## src/rtl/tx_framer.sv

```systemverilog
// rtl/tx_framer.sv - packs a 32-bit message stream into fixed CHNL_ALIGN-word records
// Each record is a header word plus zero-padded payload, with idle-timeout flush of partial records.
module tx_framer #(
    parameter int CHNL_ALIGN      = 4,
    parameter int MAX_IDLE_CYCLES = 128
) (
    input  logic                    clk,
    input  logic                    rst,
    input  logic                    i_val,
    output logic                    i_rdy,
    input  logic [31:0]             i_data,
    input  logic                    i_last,
    output logic                    o_val,
    input  logic                    o_rdy,
    output logic [32*CHNL_ALIGN-1:0] o_data
);

    localparam int NW = CHNL_ALIGN - 1;
    localparam int IW = (MAX_IDLE_CYCLES > 0) ? $clog2(MAX_IDLE_CYCLES + 1) : 1;
    localparam logic [IW-1:0] IDLE_MAX = IW'(MAX_IDLE_CYCLES);
    localparam logic [7:0]    CNT_FULL = 8'(CHNL_ALIGN - 1);
    localparam logic          FLUSH_EN = (MAX_IDLE_CYCLES != 0);

    typedef enum logic {
        S_FILL,
        S_OUT
    } state_t;

    state_t state, state_nxt;

    logic [32*NW-1:0] pay_q;
    logic [31:0]      hdr_q;
    logic [7:0]       seq_q;
    logic [7:0]       cnt_q;
    logic [7:0]       cnt_inc;
    logic [IW-1:0]    idle_q;
    logic             in_msg_q;
    logic             som_q;
    logic             som_cur;
    logic             up_q;
    logic             acc;
    logic             close_word;
    logic             flush;

    assign i_rdy   = up_q && (state == S_FILL);
    assign o_val   = (state == S_OUT);
    assign o_data  = {pay_q, hdr_q};
    assign acc     = i_val && i_rdy;
    assign cnt_inc = cnt_q + 8'd1;

    // SOM belongs to the record's first word; later words reuse the latched value.
    assign som_cur    = (cnt_q == 8'd0) ? !in_msg_q : som_q;
    assign close_word = acc && ((cnt_inc == CNT_FULL) || i_last);
    assign flush      = (state == S_FILL) && !i_val && (cnt_q != 8'd0) && FLUSH_EN
                        && (idle_q >= IDLE_MAX);

    always_ff @(posedge clk or posedge rst) begin
        if (rst) begin
            state <= S_FILL;
        end else begin
            state <= state_nxt;
        end
    end

    always_comb begin
        state_nxt = state;
        case (state)
            S_FILL: begin
                if (close_word || flush) begin
                    state_nxt = S_OUT;
                end
            end
            S_OUT: begin
                if (o_rdy) begin
                    state_nxt = S_FILL;
                end
            end
            default: state_nxt = S_FILL;
        endcase
    end

    always_ff @(posedge clk or posedge rst) begin
        if (rst) begin
            pay_q    <= '0;
            hdr_q    <= '0;
            seq_q    <= '0;
            cnt_q    <= '0;
            idle_q   <= '0;
            in_msg_q <= 1'b0;
            som_q    <= 1'b0;
            up_q     <= 1'b0;
        end else begin
            up_q <= 1'b1;
            case (state)
                S_FILL: begin
                    if (acc) begin
                        for (int j = 0; j < NW; j++) begin
                            if (cnt_q == 8'(j)) begin
                                pay_q[32*j +: 32] <= i_data;
                            end
                        end
                        cnt_q    <= cnt_inc;
                        idle_q   <= '0;
                        in_msg_q <= !i_last;
                        som_q    <= som_cur;
                        if (close_word) begin
                            hdr_q <= {8'hA5, seq_q, som_cur, i_last, 6'b0, cnt_inc};
                        end
                    end else if (flush) begin
                        hdr_q <= {8'hA5, seq_q, som_q, 1'b0, 6'b0, cnt_q};
                    end else if (!i_val && (cnt_q != 8'd0) && (idle_q < IDLE_MAX)) begin
                        idle_q <= idle_q + IW'(1);
                    end
                end
                S_OUT: begin
                    if (o_rdy) begin
                        seq_q  <= seq_q + 8'd1;
                        pay_q  <= '0;
                        hdr_q  <= '0;
                        cnt_q  <= '0;
                        idle_q <= '0;
                    end
                end
                default: ;
            endcase
        end
    end

endmodule

```

## config.mk

```make
export PLATFORM = sky130hd
export DESIGN_NAME = tx_framer
export DESIGN_NICKNAME = d
export VERILOG_FILES = /design/src/rtl/tx_framer.sv
export SDC_FILE = /design/constraint.sdc
export NUM_CORES = 1
export LEC_CHECK = 0
export BUFFER_PORTS_ARGS = -buffer_cell sky130_fd_sc_hd__buf_2
export CORE_AREA = 2 2 148 150
export CTS_CLUSTER_DIAMETER = 120
export CTS_CLUSTER_SIZE = 16
export DETAILED_ROUTE_END_ITERATION = 8
export DIE_AREA = 0 0 150 152
export PLACE_DENSITY = 0.55
export SYNTH_ARGS = -nofsm -noshare
export SYNTH_HDL_FRONTEND = slang
export SYNTH_SLANG_ARGS = --single-unit
export TNS_END_PERCENT = 30
```

## constraint.sdc

```tcl
create_clock -name clk -period 5.9 [get_ports clk]
set_clock_uncertainty 0.2 [all_clocks]
set_input_delay 0.59 -clock clk [delete_from_list [all_inputs] [get_ports clk]]
set_output_delay 0.59 -clock clk [all_outputs]
set_load 0.01 [all_outputs]
```

==> flow_summary.toml <==
[final_layout]
design_area_um2 = 7950
mostFrequentLayoutCell = "sky130_fd_sc_hd__buf_2"
antenna_cells = 0
area.growth.synth_to_final_pct = 23.6
post_layout_nonfiller_instances = 1074
drive_above_1_share_pct = 27.2
most-common-layout-cells = "sky130_fd_sc_hd__buf_2, sky130_fd_sc_hd__nand2_1, sky130_fd_sc_hd__dfrtp_1"
layout.nets = 826
nFillCells = 2181

[timing]
max_slew_margin_pct = 30.0
setup_viol = 0
fmaxAchievable_ghz = 0.302
grt_setup_unrepaired = "false"
layout_min_cycle_time_ns = 3.31
worst-slew-pin-transition_ns = 1.05
period_share_pct = 56.1
finalHoldViolCount = 0
timing.hold.ws_ns = 0.112
final.setup.tns_ns = 0
final_max_slew_viol_count = 0

[setup_path]
setup.worst_path.end_class = "flip-flop"
timing.critical_path.from_type = "flip-flop"
worstPathRequired_ns = 6.04
timing.critical_path.fanout_max = 20
setup.worst_path.class = "reg2reg"
worstPathArrival_ns = 3.45

[detailed_routing]
drt-vias-per-instance = 4.58
routed_wl_um = 16900
drc = 0
ant_nets = 0
first_iter_violations = 210
first_pass_iters = 4
routed-via-count = 4917
routed_wire_length_per_instance_um = 15.7

[yosys]
ys_top_cells_by_area = "sky130_fd_sc_hd__dfrtp_1, sky130_fd_sc_hd__nand2_1, sky130_fd_sc_hd__mux2i_1"
muxShareOfSynthArea_pct = 5.76
yosys_warnings = 0
synth_top_family_by_area = "simple AND/OR/NAND/NOR gates"
synth_adder_area_share_pct = 1.56
dominantRegCellSynth = "sky130_fd_sc_hd__dfrtp_1"
synth-simple-area-share_pct = 16.4
synth.lib_cells_used.distinct = 54
ys_seq_elements = 143
syn-mean-instance-area_um2 = 10.0
synthArstFlopShare_pct = 100
synth_compound_area_share_pct = 10.6
synth_top_cell_area_share_pct = 55.7
netlist_instances = 642
synth_edf_count = 0
synth-xor-area-share_pct = 2.59
synthesis.area_um2 = 6430
synth_sequential_area_ratio_pct = 55.7
synth_top_cell_by_area = "sky130_fd_sc_hd__dfrtp_1"

[power]
power_leakage_nw = 4.06
power.density_cell_area_nw_per_um2 = 487
peakVddDrop_mv = 0.160

[clocking]
clockBufferDepth = 2
cts-resized-gates = 0
cts.root.buffer_cell = "sky130_fd_sc_hd__clkbuf_16"
numCtsBuffers = 17
cts_hold_fix_bufs = 0
cts-htree-levels = 4
clock_sinks = 143
clock_latency_ns = 0.42
clkTransAtPathRegs_ns = 0.06
post_cts.repair.setup_buffers = 0
tritoncts = "done"

[grt]
globalRouteTotalUtil_pct = 15.3
grt_pass1_vias = 4946
largest_net_degree_at_the_start_of_global_routing = 87
global_route_wire_length_before_repair_um = 27300
grt_antenna_before_repair = 0
gr-total-overflow = 0

[place]
dpl.hpwl_um = 11500
buffer_ports.inserted = 156
post-place-cells = 1042
total_cell_area_at_the_placement_stage_um2 = 7390
gp_routability_congestion = 0.794

[flow_run]
max_cap_violations = 0

[die]
initial_core_util_pct = 30.1
core_area_um2 = 21400
io-pin-count = 167
die_footprint_um2 = 22800
die_width_um = 150
die_y_um = 152
placement_rows = 54

[run_status]
result_of_the_run = "finished, final reports clean"

[hold_path]
holdCritPathClass = "in2async"
kinds of logic (layout without fill, tap and decap cells):
group / after synthesis / after routing
simple gates: 241 / 241
flops: 143 / 143
buf+inv: 100 / 243
compound gates: 94 / 94
mux: 35 / 35
xor+xnor: 19 / 19
fa+ha+maj: 8 / 8
other cells: 2 / 11
report_power, final:
part	switching, mW	internal [mW]	total, mW
sequential	0.224	1.31	1.53
combinational	0.811	0.499	1.31
clock	0.430	0.592	1.02
worst paths after layout:
check | slack [ns] | startpoint | to | cells after the start
min in group clk | 0.18 | i_data[22] | pay_q[54] | 3
worst min register to register | 0.27 | seq_q[5] | seq_q[5] | 1
worst max register to register | 2.59 | o_val | pay_q[77] | 5
worst max-delay path | 2.59 | o_val | pay_q[77] | 5
max in group asynchronous | 4.14 | rst | pay_q[49] | 3
worst min-delay path | 0.11 | rst | hdr_q[29] | 2
critical path, stage by stage, from the launching register on:
cell and delay (ns):
sky130_fd_sc_hd__dfrtp_1 0.63, sky130_fd_sc_hd__and3b_1 0.75, sky130_fd_sc_hd__nor2_1 0.28, sky130_fd_sc_hd__a21oi_4 0.67, sky130_fd_sc_hd__buf_4 0.45, sky130_fd_sc_hd__mux2i_1 0.24
stage by stage:
step | total power, mW | worst slack, ns | utilization, %
after global routing | 4.15 | 2.34 | 37.2
after floorplan | 2.34 | 1.27 | -
after CTS | 3.92 | 2.56 | 37.2
final | 3.87 | 2.59 | 37.2
after detailed placement | 2.89 | 2.56 | 34.6
after global placement | 2.86 | 2.68 | 34.6
state kept, by name, summed over array words and instances, names as in the netlist:
signal	count
seq_q	8
in_msg_q	1
idle_q	8
som_q	1
hdr_q	19
pay_q	96
o_val	1
up_q	1
cnt_q	8
Yosys cell counts, types with 2 or more instances:
cell type                   count
sky130_fd_sc_hd__or3_1          2
sky130_fd_sc_hd__conb_1         2
sky130_fd_sc_hd__buf_1          5
sky130_fd_sc_hd__nor3_1         6
sky130_fd_sc_hd__inv_1         48
sky130_fd_sc_hd__a31oi_1        2
sky130_fd_sc_hd__o22ai_1        3
sky130_fd_sc_hd__and2_1         3
sky130_fd_sc_hd__xor2_1         5
sky130_fd_sc_hd__o2bb2ai_1      4
sky130_fd_sc_hd__a21oi_1        7
sky130_fd_sc_hd__nand2_1      151
sky130_fd_sc_hd__o21ai_0       50
sky130_fd_sc_hd__nand3_1       42
sky130_fd_sc_hd__nor2_1        14
sky130_fd_sc_hd__mux2_4         4
sky130_fd_sc_hd__mux2i_1       31
sky130_fd_sc_hd__o22a_1         2
sky130_fd_sc_hd__nand4_1        8
sky130_fd_sc_hd__o31ai_1        3
sky130_fd_sc_hd__buf_6          4
sky130_fd_sc_hd__and3_1         4
sky130_fd_sc_hd__ha_1           8
sky130_fd_sc_hd__dfrtp_1      143
sky130_fd_sc_hd__clkbuf_1      19
sky130_fd_sc_hd__buf_2          9
sky130_fd_sc_hd__xnor2_1       14
sky130_fd_sc_hd__o41ai_1        2
sky130_fd_sc_hd__o2bb2ai_2      9
sky130_fd_sc_hd__buf_4         14
layer usage:
metal,vias to the layer above,wire length (um),track usage [%]
met2,142,7770,23.8
met3,18,1140,3.90
met4,0,205,4.81
li1,2388,-,-
met1,2369,7770,20.8
met5,-,0,0
cell type report:
| cell class | count | area, um2 | share of cell area, % |
|---|---|---|---|
| Clock buffer | 20 | 447 | 5.62 |
| Tap cell | 280 | 350 | 4.41 |
| Timing Repair Buffer | 163 | 833 | 10.5 |
| Sequential cell | 143 | 3580 | 45.0 |
| Clock inverter | 12 | 111 | 1.40 |
| Multi-Input combinational cell | 408 | 2440 | 30.7 |
| Inverter | 48 | 185 | 2.33 |
Power figures use the tool's default switching activity.
